**config.mk**
```make
export PLATFORM = sky130hd
export DESIGN_NAME = neuron_layer_sched_flat
export DESIGN_NICKNAME = d
export VERILOG_FILES = /design/src/rtl/neuron_layer_sched_if.sv /design/src/rtl/neuron_layer_sched.sv /design/src/flat_wrapper.sv
export SDC_FILE = /design/constraint.sdc
export NUM_CORES = 1
export LEC_CHECK = 0
export ABC_AREA = 1
export ABC_CLOCK_PERIOD_IN_PS = 1130
export BUFFER_PORTS_ARGS = -buffer_cell sky130_fd_sc_hd__buf_4
export CAP_MARGIN = 20
export CORE_UTILIZATION = 40
export DETAILED_ROUTE_END_ITERATION = 8
export GPL_ROUTABILITY_DRIVEN = 0
export PLACE_DENSITY_LB_ADDON = 0.25
export RECOVER_POWER = 50
export SETUP_SLACK_MARGIN = 0.5
export SYNTH_ARGS = -nofsm -noshare
export SYNTH_HDL_FRONTEND = slang
export SYNTH_SLANG_ARGS = --single-unit
export TNS_END_PERCENT = 100
```
**constraint.sdc**
```tcl
create_clock -name clk -period 1.13 [get_ports clk]
set_clock_uncertainty 0.05 [all_clocks]
set_input_delay 0.1695 -clock clk [delete_from_list [all_inputs] [get_ports clk]]
set_output_delay 0.1695 -clock clk [all_outputs]
set_load 0.02 [all_outputs]
```
**src/rtl/neuron_layer_sched_if.sv**
```systemverilog
// Bus bundle between neuron_layer_sched (master) and its shared Neuron datapath / host (slave).
// Defining NEURON_SCHED_ARGMAX_EN adds the max_idx/max_val result signals.
interface neuron_layer_sched_if #(
  parameter int NUM_NEURONS = 10
);
  localparam int IDX_W = (NUM_NEURONS > 1) ? $clog2(NUM_NEURONS) : 1;

  logic                    start;
  logic                    busy;
  logic                    done;
  logic                    err_timeout;
  logic        [IDX_W-1:0] wgt_sel;
  logic                    neu_input_valid;
  logic                    neu_output_valid;
  logic signed [25:0]      neu_out;
  logic                    res_valid;
  logic        [IDX_W-1:0] res_idx;
  logic signed [25:0]      res_data;
`ifdef NEURON_SCHED_ARGMAX_EN
  logic        [IDX_W-1:0] max_idx;
  logic signed [25:0]      max_val;
`endif

  modport master (
    input  start, neu_output_valid, neu_out,
    output busy, done, err_timeout, wgt_sel, neu_input_valid,
`ifdef NEURON_SCHED_ARGMAX_EN
    output max_idx, max_val,
`endif
    output res_valid, res_idx, res_data
  );

  modport slave (
    output start, neu_output_valid, neu_out,
    input  busy, done, err_timeout, wgt_sel, neu_input_valid,
`ifdef NEURON_SCHED_ARGMAX_EN
    input  max_idx, max_val,
`endif
    input  res_valid, res_idx, res_data
  );
endinterface

```
**src/rtl/neuron_layer_sched.sv**
```systemverilog
// Layer scheduler: runs NUM_NEURONS evaluations through one shared 64-input Neuron datapath.
// Optional NEURON_SCHED_ARGMAX_EN tracks the index/value of the largest signed result.
module neuron_layer_sched #(
  parameter int NUM_NEURONS = 10,
  parameter int IV_HOLD     = 10,
  parameter int TIMEOUT_CYC = 255
) (
  input  logic                 clk,
  input  logic                 GlobalReset,
  neuron_layer_sched_if.master io_bus
);
  localparam int IDX_W   = (NUM_NEURONS > 1) ? $clog2(NUM_NEURONS) : 1;
  localparam int CNT_MAX = (IV_HOLD > TIMEOUT_CYC) ? IV_HOLD : TIMEOUT_CYC;
  localparam int CNT_W   = $clog2(CNT_MAX + 1);
  localparam logic [IDX_W-1:0] LAST_IDX = IDX_W'(NUM_NEURONS - 1);
  localparam logic [CNT_W-1:0] IV_LAST  = CNT_W'(IV_HOLD - 1);
  localparam logic [CNT_W-1:0] TO_LAST  = CNT_W'(TIMEOUT_CYC - 1);

  typedef enum logic [2:0] {
    S_IDLE,
    S_LOAD,
    S_FIRE,
    S_WAIT,
    S_STORE,
    S_DONE
  } state_t;

  state_t             r_state;
  state_t             w_next;
  logic [CNT_W-1:0]   r_cnt;
  logic [IDX_W-1:0]   r_wgtSel;
  logic [IDX_W-1:0]   r_resIdx;
  logic signed [25:0] r_resData;
  logic               r_ovPrev;
  logic               r_errTimeout;
  logic               w_edge;
  logic               w_timeout;
  logic               w_busy;
  logic               w_done;
  logic               w_inputValid;
  logic               w_resValid;

  // Only a fresh rising edge counts, so a valid level left over from the previous neuron is ignored.
  assign w_edge    = io_bus.neu_output_valid & ~r_ovPrev;
  assign w_timeout = (r_state == S_WAIT) && !w_edge && (r_cnt == TO_LAST);

  always_ff @(posedge clk) begin
    if (GlobalReset) begin
      r_state <= S_IDLE;
    end else begin
      r_state <= w_next;
    end
  end

  always_comb begin
    w_next       = r_state;
    w_busy       = 1'b1;
    w_done       = 1'b0;
    w_inputValid = 1'b0;
    w_resValid   = 1'b0;
    case (r_state)
      S_IDLE: begin
        w_busy = 1'b0;
        if (io_bus.start) w_next = S_LOAD;
      end
      S_LOAD: begin
        w_next = S_FIRE;
      end
      S_FIRE: begin
        w_inputValid = 1'b1;
        if (r_cnt == IV_LAST) w_next = S_WAIT;
      end
      S_WAIT: begin
        if (w_edge) begin
          w_next = S_STORE;
        end else if (w_timeout) begin
          w_next = S_IDLE;
        end
      end
      S_STORE: begin
        w_resValid = 1'b1;
        w_next     = (r_wgtSel == LAST_IDX) ? S_DONE : S_LOAD;
      end
      S_DONE: begin
        w_done = 1'b1;
        w_next = S_IDLE;
      end
      default: begin
        w_busy = 1'b0;
        w_next = S_IDLE;
      end
    endcase
  end

  // One counter serves both the FIRE hold and the WAIT timeout; it restarts on every state change.
  always_ff @(posedge clk) begin
    if (GlobalReset) begin
      r_cnt <= '0;
    end else if ((r_state != w_next) || !((r_state == S_FIRE) || (r_state == S_WAIT))) begin
      r_cnt <= '0;
    end else begin
      r_cnt <= r_cnt + CNT_W'(1);
    end
  end

  always_ff @(posedge clk) begin
    if (GlobalReset) begin
      r_ovPrev     <= 1'b0;
      r_wgtSel     <= '0;
      r_resIdx     <= '0;
      r_resData    <= '0;
      r_errTimeout <= 1'b0;
    end else begin
      r_ovPrev <= io_bus.neu_output_valid;
      if ((r_state == S_IDLE) && io_bus.start) begin
        r_wgtSel     <= '0;
        r_errTimeout <= 1'b0;
      end
      if ((r_state == S_WAIT) && w_edge) begin
        r_resIdx  <= r_wgtSel;
        r_resData <= io_bus.neu_out;
      end
      if (w_timeout) begin
        r_errTimeout <= 1'b1;
      end
      if ((r_state == S_STORE) && (r_wgtSel != LAST_IDX)) begin
        r_wgtSel <= r_wgtSel + IDX_W'(1);
      end
    end
  end

`ifdef NEURON_SCHED_ARGMAX_EN
  logic [IDX_W-1:0]   r_maxIdx;
  logic signed [25:0] r_maxVal;

  // Strict greater-than keeps the lower index on ties; neuron 0 always seeds the running max.
  always_ff @(posedge clk) begin
    if (GlobalReset) begin
      r_maxIdx <= '0;
      r_maxVal <= '0;
    end else if ((r_state == S_STORE) && ((r_wgtSel == '0) || (r_resData > r_maxVal))) begin
      r_maxIdx <= r_wgtSel;
      r_maxVal <= r_resData;
    end
  end

  assign io_bus.max_idx = r_maxIdx;
  assign io_bus.max_val = r_maxVal;
`endif

  assign io_bus.busy            = w_busy;
  assign io_bus.done            = w_done;
  assign io_bus.neu_input_valid = w_inputValid;
  assign io_bus.res_valid       = w_resValid;
  assign io_bus.err_timeout     = r_errTimeout;
  assign io_bus.wgt_sel         = r_wgtSel;
  assign io_bus.res_idx         = r_resIdx;
  assign io_bus.res_data        = r_resData;
endmodule

```
**src/flat_wrapper.sv**
```systemverilog
// flat-port wrapper written by rule: the top's interface ports become plain ports
module neuron_layer_sched_flat 
#(
  parameter int NUM_NEURONS = 10,
  parameter int IV_HOLD     = 10,
  parameter int TIMEOUT_CYC = 255
)
  (clk, GlobalReset, io_bus_start, io_bus_neu_output_valid, io_bus_neu_out, io_bus_busy, io_bus_done, io_bus_err_timeout, io_bus_wgt_sel, io_bus_neu_input_valid, io_bus_res_valid, io_bus_res_idx, io_bus_res_data);
  neuron_layer_sched_if #(.NUM_NEURONS(NUM_NEURONS)) io_bus_i ();
  input  logic clk;
  input  logic GlobalReset;
  input wire logic [$bits(io_bus_i.start)-1:0] io_bus_start;
  input wire logic [$bits(io_bus_i.neu_output_valid)-1:0] io_bus_neu_output_valid;
  input wire logic [$bits(io_bus_i.neu_out)-1:0] io_bus_neu_out;
  output wire logic [$bits(io_bus_i.busy)-1:0] io_bus_busy;
  output wire logic [$bits(io_bus_i.done)-1:0] io_bus_done;
  output wire logic [$bits(io_bus_i.err_timeout)-1:0] io_bus_err_timeout;
  output wire logic [$bits(io_bus_i.wgt_sel)-1:0] io_bus_wgt_sel;
  output wire logic [$bits(io_bus_i.neu_input_valid)-1:0] io_bus_neu_input_valid;
  output wire logic [$bits(io_bus_i.res_valid)-1:0] io_bus_res_valid;
  output wire logic [$bits(io_bus_i.res_idx)-1:0] io_bus_res_idx;
  output wire logic [$bits(io_bus_i.res_data)-1:0] io_bus_res_data;
  assign io_bus_i.start = io_bus_start;
  assign io_bus_i.neu_output_valid = io_bus_neu_output_valid;
  assign io_bus_i.neu_out = io_bus_neu_out;
  assign io_bus_busy = io_bus_i.busy;
  assign io_bus_done = io_bus_i.done;
  assign io_bus_err_timeout = io_bus_i.err_timeout;
  assign io_bus_wgt_sel = io_bus_i.wgt_sel;
  assign io_bus_neu_input_valid = io_bus_i.neu_input_valid;
  assign io_bus_res_valid = io_bus_i.res_valid;
  assign io_bus_res_idx = io_bus_i.res_idx;
  assign io_bus_res_data = io_bus_i.res_data;
  neuron_layer_sched #(.NUM_NEURONS(NUM_NEURONS), .IV_HOLD(IV_HOLD), .TIMEOUT_CYC(TIMEOUT_CYC)) u_core (.clk(clk), .GlobalReset(GlobalReset), .io_bus(io_bus_i));
endmodule
```
==> flow_summary.toml <==
[place]
dp_hpwl_microns = 3250
portBuffers = 68

[critical_path]
crit_arrival_ns = 1.64
cp_top_family = "simple AND/OR/NAND/NOR gates"
crit_path_top_delay_cell = "dfxtp_4"
crit_top_cell = "buf_6"
cp-end-kind = "flip-flop"
crit_path_start_kind = "flip-flop"
path_max_fanout = 8
critPathKind = "flip-flop to flip-flop"
crit_chain = "buf_6 > nand3_4 > nor2_4 > buf_6 > clkbuf_16 > o21ai_1 > nor2_1"
required_ns = 1.32
cpPeakStageDelay_ns = 0.40
cp_num_buf_inv = 3

[die]
design.core.area_sq_um = 4690
start_util = 0.415
io-pin-count = 69
rows = 25
dieArea_sq_um = 5150
die_w_microns = 71.7
die_h_microns = 71.7

[routing]
final_antenna_net_count = 0
dr.pass1.iters = 4
vias_per_cell = 4.93
drt_iter0_drc = 83
drc = 0
vias = 2140
wl_microns = 6410
wl_per_cell_microns = 14.8

[synth]
syn_inst = 256
yosys_register_bits = 47
synth-edff-count = 0
avgSynthCellArea_sq_um = 7.60
synth.area.top_cells = "dfxtp_1 48%, nor2_1 13%, o21ai_0 5.9%"
synth_fp_nets = 291
ys_async_sr_fraction = 0
synthMuxAreaShare = 0
synth_most_common_cell = "nor2_1"
yosysTopAreaCellShare = 0.484
synth-xor-area-share = 0.0270
synth_ff_type = "dfxtp_1"
synth_top_family_by_area = "simple AND/OR/NAND/NOR gates"
synth_commonest_cells = "68 x nor2_1, 47 x dfxtp_1, 26 x nand2_1"
yosysUniqueCellTypes = 24
synth-seq-area-share = 0.484
yosys.area_share.simple = 0.273
ys_warn_count = 0
synth_adder_area_share = 0.0322
syn-cell-area_sq_um = 1950
synth_compound_area_frac = 0.110
yosys.area.top_type = "dfxtp_1"

[sta]
period_share = 1.29
worst_pin_slew_ns = 0.288
rsz0062_at_grt = "yes"
slew_headroom = 0.808
slew_violations = 0
fin_crit_ns = 1.45
worst_hold_slack_ns = 0.0203
hold_viol_final = 0
fin_ws_ns = -0.325
timing.fmax_mhz = 687
finalSetupViolations = 52

[power_and_ir_drop]
leakage_nw = 1.63
switching_share = 0.275
seq_power_share = 0.528
power_density_nw_per_um2 = 863
p_comb_frac = 0.141
clkPwrFrac = 0.330
ir_worst_vdd_mv = 0.765
p_int_mw = 2.33
switchingPower_mw = 0.885

[outcome]
violations = "setup timing"
status = "complete, but fails checks"

[global_routing]
grt_usage = 0.217
grt_pass1_wl_microns = 8670
overflow = 0
grt_pass1_vias = 1936
antenna_found_initial = 0
grt_max_degree = 29

[final_layout]
utilization = 0.795
n_antenna_cell = 0
syn_to_final_growth_pct = 91.6
post_route_cells_drive_above_1_share = 0.645
fin_nets = 414
nFillCells = 295

[clock_network]
htreeDepth = 2
cts_inserted_buffers = 5
clk_latency_ns = 0.31
tritoncts = "done"
root_buffer = "clkbuf_8"
clock_path_buffers = 2
clk_pin_slew_ns = 0.10
cts_sinks = 47

[min_path]
hold_class = "primary input to flip-flop"

[job]
maxCapViolations = 0
## cells by family after synthesis
logic type | Yosys count
AO/OA/AOI/OAI | 42
XOR/XNOR | 6
adder cells (fa/ha/maj) | 5
buffers and inverters | 34
flip-flops | 47
AND/OR/NAND/NOR | 122
## worst paths after layout
| check | end | depth (start not counted) | slack [ns] | from |
|---|---|---|---|---|
| max reg2reg | u_core.io_bus.res_idx[2] | 7 | -0.32 | u_core.r_state[0] |
| min reg2reg | u_core.io_bus.res_data[6] | 2 | 0.48 | u_core.io_bus.res_data[6] |
| max | u_core.io_bus.res_idx[2] | 7 | -0.32 | u_core.r_state[0] |
| min | u_core.io_bus.res_data[12] | 3 | 0.02 | io_bus_neu_out[12] |
## flip-flops by register name (all words and copies together), names as in the netlist
name	cells
u_core.io_bus.wgt_sel	4
u_core.io_bus.err_timeout	1
u_core.r_ovPrev	1
u_core.r_state	3
u_core.r_cnt	8
u_core.io_bus.res_data	26
u_core.io_bus.res_idx	4
## power groups by stage
| stage | registers [mW] | logic, mW | clock network, mW |
|---|---|---|---|
| 6_report | 1.70 | 0.455 | 1.06 |
| 5_1_grt | 1.70 | 0.483 | 1.15 |
| 4_1_cts | 1.70 | 0.397 | 1.09 |
| 3_5_place_dp | 1.74 | 0.334 | 0 |
| 3_3_place_gp | 1.74 | 0.333 | 0 |
| 2_1_floorplan | 1.76 | 0.142 | 0 |
## stage by stage
| stage | setup WS (ns) | TNS (ns) | power [mW] | std cells | area (sq um) |
|---|---|---|---|---|---|
| floorplan | -0.0944 | -0.450 | 1.90 | 256 | 2060 |
| global placement | -0.157 | -4.74 | 2.07 | 397 | 2800 |
| detailed placement | -0.156 | -5.78 | 2.07 | 397 | 2800 |
| CTS | -0.257 | -7.98 | 3.18 | 423 | 3450 |
| global route | -0.389 | -15.10 | 3.34 | 434 | 3730 |
| finish | -0.325 | -12.24 | 3.22 | 434 | 3730 |
## metal layers
metal | vias to the layer above | global-route usage | wire length, microns | share of wire
met5 | - | 0 | 0 | 0
met1 | 1015 | 0.268 | 2590 | 0.40
li1 | 1056 | - | - | -
met4 | 0 | 0.0654 | 109 | 0.017
met3 | 10 | 0.0506 | 281 | 0.044
met2 | 59 | 0.375 | 3440 | 0.54
## final cells by class
class                   instances  area (sq um)  share of cell area
clock buffers                   5          68.8              0.0185
clock inverters                 3          25.0             0.00671
multi-input cells             175          1220               0.327
inverters                      24           124              0.0332
well taps                      54          67.6              0.0181
flip-flops and latches         47           988               0.265
repair buffers                125          1220               0.327
repair inverters                1          20.0             0.00537
## what timing repair did
item                                    in CTS  in global routing
buffers inserted                            17                  9
gates cloned                                 1                  2
pin swaps                                    9                  4
hold buffers                                 0                  0
gates resized for setup                    134                 43
endpoints found under the setup margin      85                 85
## worst reg2reg max path: stages (launching register included)
cell and delay (ns):
dfxtp_4 0.40, buf_6 0.11, nand3_4 0.10, nor2_4 0.19, buf_6 0.16, clkbuf_16 0.15
o21ai_1 0.08, nor2_1 0.15
## layout by cell type, fill, tap and decap left out, types with 2 or more instances in the layout
master      n
buf_4      65
buf_6      53
nor2_1     34
nor2_2     23
dfxtp_1    23
o21ai_0    21
nand2_1    19
dfxtp_2    17
nor2_4     15
inv_1      11
o21ai_1    10
nor3_2      8
inv_2       7
dfxtp_4     7
a21oi_2     6
nand2_4     5
nand3_1     5
clkbuf_8    5
nand3_2     4
xor2_1      4
inv_4       3
nand2_2     3
ha_4        3
buf_12      3
inv_6       2
a21oi_1     2
nand3_4     2
inv_16      2
nand4_1     2
ha_1        2
clkinv_4    2
clkbuf_16   2
Note: power is estimated with default switching activity, not from simulation.
